$ cat src/rtl/matrix_operand_feeder_if.sv
//------------------------------------------------------------------------------
// matrix_operand_feeder_if : load/start/hold controls and operand stream bundle
// Revision: 1.0
//------------------------------------------------------------------------------
`default_nettype none

interface matrix_operand_feeder_if #(
    parameter int DW = 8
);
    logic          ld_en;
    logic          ld_sel;
    logic [3:0]    ld_addr;
    logic [DW-1:0] ld_data;
    logic          start;
    logic          hold;
    logic [DW-1:0] a_out;
    logic [DW-1:0] b_out;
    logic          op_valid;
    logic          op_last;
    logic [1:0]    res_row;
    logic [1:0]    res_col;
    logic          busy;
    logic          done;

    modport master (
        output ld_en, ld_sel, ld_addr, ld_data, start, hold,
        input  a_out, b_out, op_valid, op_last, res_row, res_col, busy, done
    );

    modport slave (
        input  ld_en, ld_sel, ld_addr, ld_data, start, hold,
        output a_out, b_out, op_valid, op_last, res_row, res_col, busy, done
    );
endinterface

`default_nettype wire

$ cat src/rtl/matrix_operand_feeder.sv
//------------------------------------------------------------------------------
// matrix_operand_feeder : streams the 27 (A[i][k], B[k][j]) pairs of a 3x3 product
// Revision: 1.0
//------------------------------------------------------------------------------
`default_nettype none

module matrix_operand_feeder #(
    parameter int DW = 8,
    parameter int N  = 3
) (
    input  wire logic                clk,
    input  wire logic                aclr,
    matrix_operand_feeder_if.slave   bus
);
    localparam logic [1:0] c_LAST     = 2'(N - 1);
    localparam logic [3:0] c_MAX_ADDR = 4'(N * N - 1);
    localparam logic [3:0] c_STRIDE   = 4'(N);

    typedef enum logic [1:0] {
        ST_IDLE = 2'd0,
        ST_RUN  = 2'd1,
        ST_DONE = 2'd2
    } state_t;

    state_t        state_q, state_d;
    logic [DW-1:0] a_mem_q [9];
    logic [DW-1:0] b_mem_q [9];
    logic [1:0]    i_q, i_d, j_q, j_d, k_q, k_d;
    logic [DW-1:0] a_out_q, a_out_d, b_out_q, b_out_d;
    logic          op_valid_q, op_valid_d, op_last_q, op_last_d;
    logic [1:0]    res_row_q, res_row_d, res_col_q, res_col_d;
    logic          busy_q, busy_d, done_q, done_d;
    logic          wr_en;
    logic [3:0]    a_idx, b_idx;
    logic          final_in_flight;

    assign wr_en  = (state_q == ST_IDLE) && bus.ld_en && (bus.ld_addr <= c_MAX_ADDR);
    assign a_idx  = {2'b00, i_q} * c_STRIDE + {2'b00, k_q};
    assign b_idx  = {2'b00, k_q} * c_STRIDE + {2'b00, j_q};
    // The last term is detected from the registered outputs, so RUN lasts one cycle past its issue.
    assign final_in_flight = op_valid_q && op_last_q && (res_row_q == c_LAST) && (res_col_q == c_LAST);

    always_ff @(posedge clk or posedge aclr) begin
        if (aclr) begin
            for (int n = 0; n < 9; n++) begin
                a_mem_q[n] <= '0;
                b_mem_q[n] <= '0;
            end
        end else if (wr_en) begin
            if (bus.ld_sel) begin
                b_mem_q[bus.ld_addr] <= bus.ld_data;
            end else begin
                a_mem_q[bus.ld_addr] <= bus.ld_data;
            end
        end
    end

    always_ff @(posedge clk or posedge aclr) begin
        if (aclr) begin
            state_q    <= ST_IDLE;
            i_q        <= '0;
            j_q        <= '0;
            k_q        <= '0;
            a_out_q    <= '0;
            b_out_q    <= '0;
            op_valid_q <= 1'b0;
            op_last_q  <= 1'b0;
            res_row_q  <= '0;
            res_col_q  <= '0;
            busy_q     <= 1'b0;
            done_q     <= 1'b0;
        end else begin
            state_q    <= state_d;
            i_q        <= i_d;
            j_q        <= j_d;
            k_q        <= k_d;
            a_out_q    <= a_out_d;
            b_out_q    <= b_out_d;
            op_valid_q <= op_valid_d;
            op_last_q  <= op_last_d;
            res_row_q  <= res_row_d;
            res_col_q  <= res_col_d;
            busy_q     <= busy_d;
            done_q     <= done_d;
        end
    end

    always_comb begin
        state_d    = state_q;
        i_d        = i_q;
        j_d        = j_q;
        k_d        = k_q;
        a_out_d    = '0;
        b_out_d    = '0;
        op_valid_d = 1'b0;
        op_last_d  = 1'b0;
        res_row_d  = '0;
        res_col_d  = '0;
        case (state_q)
            ST_IDLE: begin
                if (bus.start) begin
                    state_d = ST_RUN;
                    i_d     = '0;
                    j_d     = '0;
                    k_d     = '0;
                end
            end
            ST_RUN: begin
                if (final_in_flight) begin
                    state_d = ST_DONE;
                // Stalls are only legal before k=0 so a dot product is never split.
                end else if (!((k_q == 2'd0) && bus.hold)) begin
                    a_out_d    = a_mem_q[a_idx];
                    b_out_d    = b_mem_q[b_idx];
                    op_valid_d = 1'b1;
                    op_last_d  = (k_q == c_LAST);
                    res_row_d  = i_q;
                    res_col_d  = j_q;
                    if (k_q == c_LAST) begin
                        k_d = '0;
                        if (j_q == c_LAST) begin
                            j_d = '0;
                            i_d = (i_q == c_LAST) ? 2'd0 : i_q + 2'd1;
                        end else begin
                            j_d = j_q + 2'd1;
                        end
                    end else begin
                        k_d = k_q + 2'd1;
                    end
                end
            end
            ST_DONE: begin
                state_d = ST_IDLE;
            end
            default: begin
                state_d = ST_IDLE;
            end
        endcase
        busy_d = (state_d == ST_RUN);
        done_d = (state_d == ST_DONE);
    end

    assign bus.a_out    = a_out_q;
    assign bus.b_out    = b_out_q;
    assign bus.op_valid = op_valid_q;
    assign bus.op_last  = op_last_q;
    assign bus.res_row  = res_row_q;
    assign bus.res_col  = res_col_q;
    assign bus.busy     = busy_q;
    assign bus.done     = done_q;

endmodule

`default_nettype wire
$ cat src/flat_wrapper.sv
// flat-port wrapper written by rule: the top's interface ports become plain ports
module matrix_operand_feeder_flat 
#(
    parameter int DW = 8,
    parameter int N  = 3
)
  (clk, aclr, bus_ld_en, bus_ld_sel, bus_ld_addr, bus_ld_data, bus_start, bus_hold, bus_a_out, bus_b_out, bus_op_valid, bus_op_last, bus_res_row, bus_res_col, bus_busy, bus_done);
  matrix_operand_feeder_if #(.DW(DW)) bus_i ();
  input  wire logic clk;
  input  wire logic aclr;
  input wire logic [$bits(bus_i.ld_en)-1:0] bus_ld_en;
  input wire logic [$bits(bus_i.ld_sel)-1:0] bus_ld_sel;
  input wire logic [$bits(bus_i.ld_addr)-1:0] bus_ld_addr;
  input wire logic [$bits(bus_i.ld_data)-1:0] bus_ld_data;
  input wire logic [$bits(bus_i.start)-1:0] bus_start;
  input wire logic [$bits(bus_i.hold)-1:0] bus_hold;
  output wire logic [$bits(bus_i.a_out)-1:0] bus_a_out;
  output wire logic [$bits(bus_i.b_out)-1:0] bus_b_out;
  output wire logic [$bits(bus_i.op_valid)-1:0] bus_op_valid;
  output wire logic [$bits(bus_i.op_last)-1:0] bus_op_last;
  output wire logic [$bits(bus_i.res_row)-1:0] bus_res_row;
  output wire logic [$bits(bus_i.res_col)-1:0] bus_res_col;
  output wire logic [$bits(bus_i.busy)-1:0] bus_busy;
  output wire logic [$bits(bus_i.done)-1:0] bus_done;
  assign bus_i.ld_en = bus_ld_en;
  assign bus_i.ld_sel = bus_ld_sel;
  assign bus_i.ld_addr = bus_ld_addr;
  assign bus_i.ld_data = bus_ld_data;
  assign bus_i.start = bus_start;
  assign bus_i.hold = bus_hold;
  assign bus_a_out = bus_i.a_out;
  assign bus_b_out = bus_i.b_out;
  assign bus_op_valid = bus_i.op_valid;
  assign bus_op_last = bus_i.op_last;
  assign bus_res_row = bus_i.res_row;
  assign bus_res_col = bus_i.res_col;
  assign bus_busy = bus_i.busy;
  assign bus_done = bus_i.done;
  matrix_operand_feeder #(.DW(DW), .N(N)) u_core (.clk(clk), .aclr(aclr), .bus(bus_i));
endmodule
$ cat config.mk
export PLATFORM = sky130hd
export DESIGN_NAME = matrix_operand_feeder_flat
export DESIGN_NICKNAME = d
export VERILOG_FILES = /design/src/rtl/matrix_operand_feeder_if.sv /design/src/rtl/matrix_operand_feeder.sv /design/src/flat_wrapper.sv
export SDC_FILE = /design/constraint.sdc
export NUM_CORES = 1
export LEC_CHECK = 0
export BUFFER_PORTS_ARGS = -buffer_cell sky130_fd_sc_hd__clkbuf_2
export CAP_MARGIN = 20
export CORE_UTILIZATION = 55
export CTS_CLUSTER_SIZE = 8
export DETAILED_ROUTE_END_ITERATION = 16
export PLACE_DENSITY = 0.8
export SLEW_MARGIN = 20
export SYNTH_ARGS = -nofsm -noshare
export SYNTH_HDL_FRONTEND = slang
export SYNTH_SLANG_ARGS = --single-unit
$ cat constraint.sdc
create_clock -name clk -period 9.2 [get_ports clk]
set_clock_uncertainty 0.15 [all_clocks]
set_input_delay 2.3 -clock clk [delete_from_list [all_inputs] [get_ports clk]]
set_output_delay 2.3 -clock clk [all_outputs]
set_load 0.01 [all_outputs]
=== Word-level counts from Yosys, hierarchy flattened ===
Index checks and enable logic that the tools add are counted.

* $mul: 2
* Bitwise operators: 4
* Equal/unequal tests: 13
* Order comparisons: 5
* Reduce and logical (&&, ||, !) cells: 15
* Add/subtract/negate cells: 5
* Muxes and demuxes: 47

{| class="wikitable"
|+ Operators with widths
! operator !! number
|-
| $bwmux 72 || 2
|-
| $mux 8 || 11
|-
| $bmux 8 s4 || 2
|-
| $mux 2 || 21
|-
| $demux 8 s4 || 1
|-
| $pmux 2 s2 || 4
|-
| $ge 5x5->1 const B || 3
|-
| $not 4->5 || 3
|-
| $eq 2x2->1 const B || 6
|-
| $add 4x2->4 || 2
|-
| $mul 2x2->4 const B || 2
|-
| $logic_and 1x1->1 || 7
|-
| $add 2x1->2 const B || 3
|-
| $mux 1 || 6
|-
| $ne 2x2->1 const B || 3
|-
| $reduce_and 6->1 || 1
|-
| $lt 5x1->1 const B || 1
|-
| $reduce_and 5->1 || 1
|-
| $eq 2x1->1 const B || 2
|-
| $le 4x4->1 const B || 1
|-
| $logic_not 2->1 || 2
|-
| $ne 2x1->1 const B || 2
|-
| $reduce_and 2->1 || 2
|-
| $reduce_and 4->1 || 1
|-
| other kinds (2) || 2
|}

* Input port bits: 18
* Logic and storage cells: 121
* Register bits after elaboration: 176
* Output and inout bits: 24

=== Depth between registers and ports, before layout ===
Gate-level depths: netlist of run 1.

* Word-level depth: 9
* Depth in mapped cells: 11
* Mapped depth without buffers: 9

=== Worst setup path after synthesis of run 1 ===
OpenSTA, ideal clock, no wires.

* Path type: input to register
* Start: in bus_ld_addr[0]
* End: reg u_core.a_mem_q[0] (netlist bit)
* Library setup time: 0.125 ns
* Slack: 4.961 ns
* Stages: 5
* Required time: 8.925 ns
* Arrival: 3.965 ns
* Path buffers: 1
* Path through: or4b_1 -> or2_1 -> buf_6 -> nor4b_4 -> mux2_2

* Cells in the longest elaborated chain, start to end: 6

{| class="wikitable"
|+ Ends and longest elaborated chain
! item !! line !! text
|-
| start, declared || flat_wrapper.sv:13 || <nowiki>input wire logic [$bits(bus_i.ld_addr)-1:0] bus_ld_addr;</nowiki>
|-
| $not 4->5 (not written as such) || matrix_operand_feeder.sv:53 || <nowiki>a_mem_q[bus.ld_addr] <= bus.ld_data;</nowiki>
|-
| $ge 5x5->1 (not written as such) or $lt 5x1->1 (tied branches) || matrix_operand_feeder.sv:53 ||
|-
| $logic_and 1x1->1 (not written as such) || matrix_operand_feeder.sv:53 ||
|-
| $mux 8 (not written as such) || matrix_operand_feeder.sv:53 ||
|-
| $demux 8 s4 || matrix_operand_feeder.sv:53 ||
|-
| $bwmux 72 || matrix_operand_feeder.sv:53 ||
|-
| end signal, assigned by index || matrix_operand_feeder.sv:53 ||
|-
| end, declared || matrix_operand_feeder.sv:26 || <nowiki>logic [DW-1:0] a_mem_q [9];</nowiki>
|}

Several ways; a longest one is shown, not always the timed one.
A chain may end at the register's enable or synchronous reset.

=== Worst setup path after layout of run 1 ===
* Start: in bus_ld_addr[0]
* End: reg u_core.b_mem_q[68] (netlist bit)

* Cells in the longest elaborated chain, start to end: 6

{| class="wikitable"
|+ Ends and longest elaborated chain
! item !! line !! text
|-
| $not 4->5 (not written as such) || matrix_operand_feeder.sv:51 || <nowiki>b_mem_q[bus.ld_addr] <= bus.ld_data;</nowiki>
|-
| $ge 5x5->1 (not written as such) or $lt 5x1->1 (tied branches) || matrix_operand_feeder.sv:51 ||
|-
| $logic_and 1x1->1 (not written as such) || matrix_operand_feeder.sv:51 ||
|-
| $mux 8 (not written as such) || matrix_operand_feeder.sv:51 ||
|-
| $demux 8 s4 || matrix_operand_feeder.sv:51 ||
|-
| $bwmux 72 || matrix_operand_feeder.sv:51 ||
|-
| end signal, assigned by index || matrix_operand_feeder.sv:51 ||
|-
| end, declared || matrix_operand_feeder.sv:27 || <nowiki>logic [DW-1:0] b_mem_q [9];</nowiki>
|}

Several ways; a longest one is shown, not always the timed one.

==> impl_metrics.toml, run 1 <==
[status]
status = "finished, final reports clean"

[clocking]
holdBufCountCts = 0
cts_buffers = 17
root_buffer = "clkbuf_16"
clk_latency_ns = 0.44
clkSlewWorstSetupHoldPaths_ns = 0.06
htree_levels = 4
cts_buffer_depth = 2
cts_tree = "built"
postCtsSetupBuffers = 0
post_cts_resized = 0
cts.sink_count = 176

[place]
hpwl_um = 10070
place_area_mm2 = 0.008213
gp_congestion = 0.8404
port_buffers = 41

[die]
die_w_um = 121.7
die_area_mm2 = 0.01481
die_h_um = 121.7
pin_count = 42
start_util_pct = 56.56
core_area_mm2 = 0.01393
core.rowCount = 43

[sta]
hold_viol = 0
period_needed_ns = 4.253
setup_viol = 0
rsz0062_at_grt = "false"
timing.fmax_ghz = 0.2351
slew_viol_final = 0
worstMarginPinSlew_ns = 1.009
tns_ns = 0
period_share_pct = 46.23
slew_headroom_pct = 32.70

[final_layout]
finalInstanceArea_mm2 = 0.008800
nNetsFinal = 573
antennaDiodeCount = 0
layout-drive-gt1-share_pct = 49.28
final_common_cell = "dfrtp_1"
final_cell_mix = "dfrtp_1 (176), mux2_2 (161), clkbuf_2 (41), mux4_2 (32), a22o_1 (19)"
area_growth_pct = 11.65
nFillCells = 949

[grt]
grt_remaining_overflow = 0
grt_pass1_wl_um = 25390
grt_pass1_vias = 4704
grt_usage_pct = 23.39
grt_max_degree = 118
antenna_found_initial = 0

[logic_synthesis]
synth_flop_cell = "dfrtp_1"
ys_types = 32
seq_area_frac_synth_pct = 55.88
netlist_area_mm2 = 0.007881
syn_inst = 507
avgSynthCellArea_um2 = 15.54
synth_nets = 539
synth_area_leaders = "dfrtp_1 (56%), mux2_2 (23%), mux4_2 (9.1%), a22o_1 (2.1%), ha_1 (1.6%)"
ys_async_sr_fraction_pct = 100.0
yosysTopAreaCell = "dfrtp_1"
synth.ff_latch_count = 176
synth.top_cell.area_share_pct = 55.88
synth-edff-count = 0
ys_warn_count = 0

[power_and_ir_drop]
p_per_area_mw_per_mm2 = 261.2
internal-power_mw = 1.570
p_sw_mw = 0.7292
power_frac_seq_pct = 37.8
vdd_drop_max_mv = 0.1857
power_frac_clock_pct = 30.8
p_leak_nw = 4.385
swShare_pct = 31.72
combinationalPowerShare_pct = 31.4

[worst_setup_path]
cp-startpoint = "bus_ld_addr[0]"
r2r-start = "u_core.k_q[1]"
cp_slowest_cell = "nor2b_1"
worstSetupStartpointType = "input pin"
path_cells = "clkbuf_2 -> or4b_1 -> or2_1 -> nor2b_1 -> mux2_2"
rr_endpoint = "u_core.bus.b_out[7]"
rr_worst_depth = 9
max_stage_delay_ns = 0.67
cp_data_arrival_time_ns = 4.42
cp_max_fo = 8
cp-end-kind = "flop"
required_ns = 9.37
endpoint = "u_core.b_mem_q[68]"
regToRegSetupSlack_ns = 5.30
crit_type = "input pin to flop"

[min_path]
min_path_cells = 1
hold_path.class = "flop to flop"

[drt]
drt_pass1_iterations = 4
drtAntennaViolNets = 0
routedWlPerCell_um = 21.65
drcViolationCount = 0
routed_wl_um = 15890
drt_iter0_drc = 327
num_vias = 4391
avgViaCountPerCell = 5.982

[job]
max_cap_violations = 0
[flip-flops by register name, summed over array words and instances, names as in the netlist]
register / cells
u_core.bus.res_col: 2
u_core.bus.b_out: 8
u_core.i_q: 2
u_core.state_q: 2
u_core.j_q: 2
u_core.bus.busy: 1
u_core.bus.done: 1
u_core.bus.res_row: 2
u_core.b_mem_q: 72
u_core.bus.op_valid: 1
u_core.bus.a_out: 8
u_core.k_q: 2
u_core.bus.op_last: 1
u_core.a_mem_q: 72
[metal layers]
metal  share of wire, %  global-route usage [%]
met2                 48                   36.90
met5                  0                       0
met4                2.0                   9.182
met1                 46                   32.12
met3                3.6                   4.635
[worst max-delay path: cells and delay by family]
family,cells,cell delay (ns)
multiplexers,1,0.42
AND/OR/NAND/NOR,3,1.62
buffers and inverters,1,0.09
[cells by family (layout without fill, tap and decap cells)]
| family | Yosys count | count (layout) | synth area share (%) |
|---|---|---|---|
| compound gates | 26 | 26 | 2.746 |
| xor+xnor | 2 | 2 | 0.2223 |
| fa+ha+maj | 14 | 14 | 2.604 |
| buf+inv | 40 | 87 | 2.080 |
| flops | 176 | 176 | 55.88 |
| mux | 193 | 193 | 32.15 |
| simple gates | 56 | 56 | 4.318 |
[power by group through the flow]
stage	logic [mW]	registers, mW	clock network, mW
2_1_floorplan	0.556	0.881	0
3_3_place_gp	0.712	0.878	0
3_5_place_dp	0.729	0.882	0
4_1_cts	0.734	0.869	0.715
5_1_grt	0.782	0.876	0.747
6_report	0.722	0.869	0.708
[per-stage QoR]
| step | hold slack, ns | worst slack, ns | util (%) | total power [mW] | instances |
|---|---|---|---|---|---|
| global route | 0.3614 | 4.899 | 63.15 | 2.406 | 734 |
| global placement | 0.3284 | 4.585 | 58.94 | 1.590 | 702 |
| floorplan | 0.3191 | 1.976 | - | 1.437 | 507 |
| finish | 0.3490 | 4.947 | 63.15 | 2.299 | 734 |
| detailed placement | 0.3357 | 4.547 | 58.94 | 1.611 | 702 |
| CTS | 0.3503 | 4.962 | 63.11 | 2.317 | 734 |
[how the worst min path moves through the flow]
stage / start / to / slack [ns]
after floorplan: u_core.a_mem_q[0] / u_core.bus.a_out[0] / 0.32
after global placement: u_core.b_mem_q[6] / u_core.bus.b_out[6] / 0.33
after detailed placement: u_core.b_mem_q[5] / u_core.bus.b_out[5] / 0.34
after CTS: u_core.b_mem_q[5] / u_core.bus.b_out[5] / 0.35
after global routing: u_core.b_mem_q[61] / u_core.b_mem_q[61] / 0.36
final: u_core.b_mem_q[5] / u_core.bus.b_out[5] / 0.35
[cell usage after synthesis, types with 2 or more instances]
cell      instances
mux4_2           32
buf_2             5
xor2_1            2
and3_1            3
clkbuf_1         22
nand3b_1          2
nor2b_1           4
mux2_2          161
nor3_1            3
nor3b_1           7
o21bai_1          2
o31ai_1           2
dfrtp_1         176
nor2_1            4
nand2b_1          2
ha_1             10
nand2_1          16
inv_1            12
and2_1            7
a22o_1           19
fa_1              4
nor2_2            2
[cell type report]
type | count | area [µm²] | share of cell area (%)
well taps | 180 | 225.2 | 2.559
repair buffers | 43 | 220.2 | 2.502
clock buffers | 20 | 466.7 | 5.304
multi-input cells | 291 | 3316 | 37.68
clock inverters | 12 | 115.1 | 1.308
flip-flops and latches | 176 | 4404 | 50.05
inverters | 12 | 52.55 | 0.5972
No activity file was read; power rests on OpenSTA's default activity.
==> run 2: changes to the inputs <==
Settings changed: ABC_AREA from default to 1, PLACE_DENSITY 0.8 to 0.82.
Clock period 9.2 ns to 3.8 ns, I/O delays scaled along.
==> impl_metrics.toml, run 2 <==
[logic_synthesis]
ys_types = 28
synth.top_cell.area_share_pct = 48.00
yosysTopAreaCell = "dfrtp_1"
ys_warn_count = 0
synth_nets = 1201
ys_async_sr_fraction_pct = 100.0
avgSynthCellArea_um2 = 7.849
synth_area_leaders = "dfrtp_1 (48%), nand2_1 (20%), nand4_1 (9.8%), nand3_1 (6.3%), nor2_1 (2.5%)"
synth_common_cells = "nand2_1 (487), dfrtp_1 (176), nand4_1 (144)"
synth.ff_latch_count = 176
synth_flop_cell = "dfrtp_1"
seq_area_frac_synth_pct = 48.00
yosysMostFrequentCell = "nand2_1"
syn_inst = 1169
netlist_area_mm2 = 0.009175
synth-edff-count = 0

[power_and_ir_drop]
power_mw = 7.703
combinationalPowerShare_pct = 47.4
p_leak_nw = 5.398
vdd_drop_max_mv = 0.4240
internal-power_mw = 4.255
p_sw_mw = 3.448
power_frac_clock_pct = 25.0
p_per_area_mw_per_mm2 = 761.1
power_frac_seq_pct = 27.6
swShare_pct = 44.76

[final_layout]
nFillCells = 1325
nNetsFinal = 1193
area_growth_pct = 10.31
final_common_cell = "nand2_1"
final_cell_mix = "nand2_1 (487), dfrtp_1 (176), nand4_1 (144), nand3_1 (115), nor2_1 (60)"
finish.utilization_pct = 63.03
layout-drive-gt1-share_pct = 11.16
layoutNonFillerInstCount = 1390
antennaDiodeCount = 0
finalInstanceArea_mm2 = 0.01012
reg_top3 = "u_core.a_mem_q: 72 flops, u_core.b_mem_q: 72 flops"

[die]
pin_count = 42
core_area_mm2 = 0.01606
die_h_um = 131.2
die_w_um = 131.2
core.rowCount = 46
start_util_pct = 57.14
die_area_mm2 = 0.01720

[worst_setup_path]
max_stage_delay_ns = 0.73
cp_num_buf_inv = 5
cp_max_fo = 9
crit_type = "flop to flop"
cp_slowest_cell = "fa_1"
crit_path_frequent_cell = "inv_1"
cp-end-kind = "flop"
critPathTopFamily = "adder cells"
worstSetupStartpointType = "flop"
required_ns = 4.04
path_cells = "inv_1 -> fa_1 -> inv_1 -> ha_1 -> inv_1 -> fa_1 -> clkinv_1 -> nor2_4 -> nand2_1 -> nor2_1 -> nor2_1 -> nor2_1 -> nand2_1 -> inv_1"
cp_data_arrival_time_ns = 3.74

[sta]
tns_ns = 0
setup_viol = 0
period_share_pct = 92.21
slew_headroom_pct = 25.01
hold_viol = 0
slew_viol_final = 0
timing.fmax_ghz = 0.2854
rsz0062_at_grt = "false"
worstMarginPinSlew_ns = 1.124
period_needed_ns = 3.504

[drt]
routed_wl_um = 24680
drt_pass1_iterations = 6
routedWlPerCell_um = 17.75
drcViolationCount = 0
num_vias = 8375
drtAntennaViolNets = 0
avgViaCountPerCell = 6.025
drt_iter0_drc = 1201

[clocking]
cts_buffers = 17
postCtsSetupBuffers = 0
htree_levels = 4
cts.sink_count = 176
cts_buffer_depth = 2
clk_latency_ns = 0.45
clkSlewWorstSetupHoldPaths_ns = 0.06
root_buffer = "clkbuf_16"
cts_tree = "built"

[place]
hpwl_um = 14910
gp_congestion = 0.8541
port_buffers = 41
placedCellCount = 1358
place_area_mm2 = 0.009465

[min_path]
hold_path.class = "flop to flop"

[grt]
grt_pass1_wl_um = 40960
grt_usage_pct = 30.03
antenna_found_initial = 0
grt_pass1_vias = 7900
grt_remaining_overflow = 0
grt_max_degree = 100

[status]
status = "finished, final reports clean"

[job]
max_cap_violations = 0
## run 2: cell types whose count changed in the layout (fill, tap and decap cells not counted), sizes merged, moves of 17 or more
cell,change
nand2,+473
nand4,+162
mux2,-161
nand3,+115
nor2,+66
mux4,-32
inv,+30
a22o,-19
buf,+17
## run 2: final cells by class
type	count	area (µm²)	share of cell area, %
clock buffer	23	498.0	4.920
clock inverter	9	152.6	1.508
inverter	45	175.2	1.731
multi-input combinational	861	4223	41.72
sequential	176	4404	43.52
tap	216	270.3	2.670
timing repair buffer	60	397.9	3.931
## run 2: path summary, 6_finish.rpt
| check | from | endpoint | slack (ns) | cells after the start |
|---|---|---|---|---|
| min in group asynchronous | aclr | u_core.bus.a_out[4] | 0.47 | 2 |
| max | u_core.k_q[1] | u_core.bus.b_out[6] | 0.30 | 14 |
| min reg2reg | u_core.a_mem_q[10] | u_core.a_mem_q[10] | 0.33 | 2 |
| min | u_core.a_mem_q[10] | u_core.a_mem_q[10] | 0.33 | 2 |
| max in group asynchronous | aclr | u_core.bus.res_row[0] | 2.16 | 3 |
| max reg2reg | u_core.k_q[1] | u_core.bus.b_out[6] | 0.30 | 14 |
## run 2: per-stage QoR
stage | hold slack [ns] | worst slack [ns]
global placement | 0.3056 | 0.5139
CTS | 0.3333 | 0.2676
floorplan | 0.2919 | 0.4474
detailed placement | 0.3149 | 0.3535
finish | 0.3284 | 0.2960
global route | 0.3478 | 0.05217
## run 2: repair_timing
item	in CTS	in global routing
hold buffers	0	0
endpoints found under the setup margin	0	2
gates resized for setup	0	1
## run 2: cells by family (layout without fill, tap and decap cells)
group | after synthesis | count (layout) | share of synthesized area, %
AOI/OAI and AO/OA | 4 | 4 | 0.3409
buffers and inverters | 132 | 137 | 6.082
adders and majority gates | 14 | 14 | 2.237
DFF | 176 | 176 | 48.00
and+or+nand+nor | 843 | 843 | 43.34
## run 2: power by group through the flow
stage / sequential (mW) / clock, mW / combinational, mW
global route: 2.14 / 2.00 / 3.99
detailed placement: 2.16 / 0 / 3.52
floorplan: 2.19 / 0 / 2.41
CTS: 2.12 / 1.94 / 3.55
global placement: 2.15 / 0 / 3.50
finish: 2.12 / 1.92 / 3.65
## run 2: routing by layer
layer  up-vias  track usage [%]  wire length [µm]
met2       461            44.21             11290
met4         0            12.81               706
met1      3994            42.20             10160
met3        59            7.330              2523
met5         -                0                 0
li1       3861                -                 -
## run 2: worst reg2reg max path, cell delays in order, from the launching register on
cell and delay [ns]:
dfrtp_1 0.40, inv_1 0.21, fa_1 0.47, inv_1 0.10
ha_1 0.15, inv_1 0.05, fa_1 0.73, clkinv_1 0.37
nor2_4 0.30, nand2_1 0.08, nor2_1 0.12, nor2_1 0.07
nor2_1 0.12, nand2_1 0.08, inv_1 0.06
